## config.mk

```make
export PLATFORM = sky130hd
export DESIGN_NAME = crypt_stream
export DESIGN_NICKNAME = d
export VERILOG_FILES = /design/src/rtl/crypt_stream.sv
export SDC_FILE = /design/constraint.sdc
export NUM_CORES = 1
export LEC_CHECK = 0
export ABC_AREA = 0
export CAP_MARGIN = 20
export CORE_MARGIN = 2
export CORE_UTILIZATION = 53
export CTS_CLUSTER_DIAMETER = 80
export DETAILED_ROUTE_END_ITERATION = 10
export GPL_ROUTABILITY_DRIVEN = 0
export GPL_TIMING_DRIVEN = 0
export PLACE_DENSITY_LB_ADDON = 0.25
export SYNTH_ARGS = -nofsm -noshare
export SYNTH_HDL_FRONTEND = slang
export SYNTH_SLANG_ARGS = --single-unit
```

## constraint.sdc

```tcl
create_clock -name clk -period 2.85 [get_ports clk]
set_clock_uncertainty 0.2 [all_clocks]
set_input_delay 0.57 -clock clk [delete_from_list [all_inputs] [get_ports clk]]
set_output_delay 0.57 -clock clk [all_outputs]
set_load 0.005 [all_outputs]
```

## src/rtl/crypt_stream.sv

```systemverilog
// rtl/crypt_stream.sv - XOR stream cipher with a static key or a rolling Galois LFSR keystream
// One-word output register with a valid/ready handshake on both sides.
module crypt_stream #(
  parameter int               WIDTH = 32,
  parameter logic [WIDTH-1:0] TAPS  = 32'h80200003,
  parameter int               CNT_W = 16
) (
  input  logic             clk,
  input  logic             rst,
  input  logic             key_load,
  input  logic [WIDTH-1:0] key_in,
  input  logic             mode,
  input  logic             in_valid,
  input  logic [WIDTH-1:0] in_data,
  output logic             in_ready,
  output logic             out_valid,
  output logic [WIDTH-1:0] out_data,
  input  logic             out_ready,
  output logic [CNT_W-1:0] word_count
);

  logic [WIDTH-1:0] key_reg;
  logic [WIDTH-1:0] ks_reg;
  logic [WIDTH-1:0] ks_next;
  logic             accept;
  logic             drain;

  // A key load blocks acceptance so the new key never mixes with an in-flight word.
  assign in_ready = !key_load && (!out_valid || out_ready);
  assign accept   = in_valid && in_ready;
  assign drain    = out_valid && out_ready;
  assign ks_next  = (ks_reg >> 1) ^ (ks_reg[0] ? TAPS : '0);

  always_ff @(posedge clk) begin
    if (rst) begin
      key_reg    <= '0;
      ks_reg     <= '0;
      out_data   <= '0;
      out_valid  <= 1'b0;
      word_count <= '0;
    end else begin
      if (key_load) begin
        key_reg    <= key_in;
        ks_reg     <= key_in;
        word_count <= '0;
      end else if (accept) begin
        word_count <= word_count + CNT_W'(1);
        if (mode) begin
          ks_reg <= ks_next;
        end
      end

      // Accept and drain in the same cycle keeps out_valid high with the new word.
      if (accept) begin
        out_data  <= in_data ^ (mode ? ks_reg : key_reg);
        out_valid <= 1'b1;
      end else if (drain) begin
        out_valid <= 1'b0;
      end
    end
  end

endmodule
```

## Yosys cells after proc, flatten, opt, wreduce, memory -nomap -nowiden

Index checks and enable logic that the tools add are counted.
Widths: inputs -> output; s select.

| cells by class | value |
|---|---|
| muxes and demuxes | 7 |
| reductions and logical operators | 11 |
| $add $sub $neg | 1 |
| bitwise gates (word level) | 2 |

Operator list:

| operator | number |
|---|---|
| $mux 32 | 5 |
| $xor 31x32->32 | 1 |
| $xor 32x32->32 | 1 |
| $add 16x1->16 const B | 1 |
| $reduce_bool 2->1 | 3 |
| $logic_and 1x1->1 | 3 |
| $logic_not 1->1 | 2 |
| $mux 1 | 2 |
| $reduce_and 2->1 | 1 |
| $reduce_or 2->1 | 1 |
| $logic_or 1x1->1 | 1 |

| storage, ports and cells | value |
|---|---|
| bits of input ports | 70 |
| bits in registers | 113 |

## Logic depth before layout (Yosys ltp)

| depth | value |
|---|---|
| word-level depth | 6 |
| depth in mapped cells | 7 |

## Worst setup path before layout

OpenSTA, ideal clock, no wires.

| timing path | value |
|---|---|
| kind | input to register |
| from | in key_load |
| to | reg word_count[13] |
| stages | 5 |
| arrival | 1.879 ns |
| data required time | 2.579 ns |
| library setup time | 0.071 ns |
| slack | 0.700 ns |
| cells stage by stage | buf_6 nand2b_4 or4_4 or4_1 a21oi_1 |

| on the way | value |
|---|---|
| cells in the longest elaborated chain, start to end | 3 |
| elaborated cells between the ends (all ways) | 4 |
| classes of those cells | reduce/logical (4) |

Ends and longest elaborated chain:

| item | line | RTL |
|---|---|---|
| from (decl) | 10 | `input logic key_load,` |
| $logic_not 1->1 | 29 | `assign in_ready = !key_load && (!out_valid \|\| out_ready);` |
| $logic_and 1x1->1 | 29 |  |
| $logic_and 1x1->1 | 30 | `assign accept = in_valid && in_ready;` |
| to (signal assigned) | 47 | `word_count <= word_count + CNT_W'(1);` |
| to (decl) | 19 | `output logic [CNT_W-1:0] word_count` |

Parallel ways exist; a longest one is shown, timed or not.
A chain may end at the register's enable or synchronous reset.

## Worst setup path in the final report

| timing path | value |
|---|---|
| from | in out_ready |
| to | out in_ready |

| on the way | value |
|---|---|
| cells in the longest elaborated chain, start to end | 2 |

Ends and longest elaborated chain:

| item | line | RTL |
|---|---|---|
| from (decl) | 18 | `input logic out_ready,` |
| $logic_or 1x1->1 | 29 |  |
| $logic_and 1x1->1 | 29 |  |
| to (decl) | 15 | `output logic in_ready,` |

Every way passes these cells.

==> reports/qor.txt <==
outcome: complete, no violations
asr flop ratio synth: 0
CP most frequent cell: clkdlybuf4s50_1
post-synthesis sequential area ratio: 0.461
Starting Density: 0.539
mapped cell area: 4910 µm²
core area: 9110 µm²
DR vias/cell: 5.65
GRT met3 Usage: 0.0787
Max Root-Sink Buffers: 2
CP endpoint kind: output port
Worst Setup EP: in_ready
Row Count: 35
Period Utilization, post-route: 0.948
post-synthesis register bit count: 113
cell taking the most area after synthesis: dfxtp_1
reg2reg setup slack: 0.68 ns
Mapped Cells: 586
worst reg2reg path depth: 5
max frequency: 370 MHz
GR peak layer: met2
GR met2 Demand/Resource: 0.455
Inst Count DP: 813
worst slew pin tran: 0.747 ns
Crit. path cell count: 5
largest net degree at the start of global routing: 17
number of synthesized flops with an enable pin: 0
Final Critical Period: 2.70 ns
Hold Vio Cnt, Final: 0
Area contributors post-synth: dfxtp_1 (46%), nand2_1 (13%), mux2i_1 (9.8%)
nets@finish: 791
final setup TNS: 0 ns
Remaining DRCs: 0
TritonCTS sink count: 113
most frequent cells in the layout: nand2_1 (164), clkdlybuf4s50_1 (116), dfxtp_1 (113)
Pwr per Cell Area: 656 nW/µm²
Resized cells post-CTS: 1
first-pass GRT wire length: 22100 µm
worst hold slack: 0.231 ns
Mean Syn Cell Area: 8.38 µm²
Post-DP HPWL: 9960 µm
post-synthesis net count: 657
Post-DP Area: 6210 µm²
Hold Crit Class: input pin to flop
WP buf/inv: 3
DRT iter0 DRCs: 309
crit path from: out_ready
WL/cell: 16.9 µm
Yosys warning total: 0
Final Power: 4.48 mW
Global Route Usage Sum: 0.286
die height: 100 µm
H-tree depth: 4
RSZ-0062 raised after global routing: false
DR pass1 iterations: 5
worst-path maximum fanout: 10
wirelength, routed: 14200 µm
worst skew pair latency: 0.52 ns
CTS tree: done
VDD IR-drop max: 0.423 mV
fin area: 6830 µm²
HP Start: key_load
GR Util met1: 0.364
cts hold-fix bufs: 0
CTS Buf Count: 17
ant diodes: 0
Reg clk slew, reported paths: 0.06 ns
remaining antenna violation count: 0
worst-path cell chain: clkdlybuf4s50_1 -> nor2b_4 -> buf_6 -> nor2_1 -> clkdlybuf4s50_1
I/O pin count: 120
origin of the critical flop-to-flop path: out_valid
reg-to-reg endpoint: ks_reg[12]
Cell variety after synth: 37
postcts setup bufs: 0
initial antenna violation count: 0
Req. time, crit path: 2.08 ns
Die ar.: 10000 µm²
Yosys top cell area share: 0.461
ys flop type: dfxtp_1
Via Count: 4769
Setup crit start kind: input pin
Max-Cap Viols: 0
share of layout cells above drive strength 1: 0.0628
Rel. slew slack: 0.498
# setup viols final: 0
non-filler instance count after layout: 844
total grt overflow: 0
P_leak: 2.57 nW
CP peak stage delay: 0.55 ns
Die X: 100 µm
area grow syn2layout: 39.2%
CP Data Arrival Time: 1.93 ns
root buffer cell: clkbuf_8
Slew Limit Fails: 0
vias in the first global route: 4502
most common cell after layout, fill and taps aside: nand2_1
PortBufs: 116
slowest stage cell on the critical path: clkdlybuf4s50_1
Setup Crit Path Kind: input pin to output port
critical path's top delay family: buffers and inverters
[layout make-up]
class | count | area [µm²]
multi-input cells | 431 | 2470
flip-flops and latches | 113 | 2260
fillers | 653 | 2280
inverters | 2 | 7.51
clock inverters | 11 | 185
repair buffers | 116 | 1160
well taps | 111 | 139
plain buffers | 39 | 170
clock buffers | 21 | 439
[cells by family (layout without fill, tap and decap cells)]
kind of cell	after synthesis	after routing	share of synthesized area
simple gates	238	238	0.202
fa+ha+maj	1	1	0.00255
mux	48	48	0.0979
xor+xnor	41	41	0.0732
buf+inv	42	189	0.0367
compound gates	103	103	0.127
flops	113	113	0.461
[through the flow]
| step | utilization | setup slack (ns) |
|---|---|---|
| 2_1_floorplan | - | 0.700 |
| 5_1_grt | 0.750 | 0.125 |
| 6_report | 0.750 | 0.148 |
| 3_3_place_gp | 0.682 | -0.0567 |
| 4_1_cts | 0.750 | 0.0598 |
| 3_5_place_dp | 0.682 | -0.0788 |
[cell usage after synthesis, types with 3 or more instances]
| cell type | n |
|---|---|
| nand2_1 | 164 |
| dfxtp_1 | 113 |
| a21oi_1 | 60 |
| mux2i_1 | 48 |
| nor2_1 | 46 |
| xnor2_1 | 38 |
| clkbuf_1 | 29 |
| a311oi_1 | 16 |
| a31oi_1 | 15 |
| nand3_1 | 7 |
| buf_2 | 6 |
| nor4_1 | 4 |
| buf_1 | 3 |
| o21ai_0 | 3 |
| or3_1 | 3 |
| xor2_1 | 3 |
[worst min-delay path by stage]
stage              endpoint  depth (start not counted)
2_1_floorplan    key_reg[0]                          2
3_3_place_gp   out_data[29]                          2
3_5_place_dp   out_data[12]                          2
4_1_cts           out_valid                          3
5_1_grt          key_reg[3]                          3
6_report         key_reg[4]                          3
[power by group]
group	leakage, nW	internal, mW	switching [mW]
sequential	0.928	1.67	0.0567
clock	0.302	1.52	0.726
combinational	1.34	0.260	0.249
[routing by layer]
metal | part of all wire | wire, µm
met1 | 0.42 | 5980
met2 | 0.47 | 6670
met3 | 0.083 | 1180
met4 | 0.028 | 397
met5 | 0 | 0
[worst register-to-register path: cells and delay by family, from the launching register on]
kind	cells	cell delay (ns)
AOI/OAI and AO/OA	2	0.77
DFF	1	0.37
and+or+nand+nor	2	0.30
buffers and inverters	1	0.45
(Power assumes the default switching activity.)
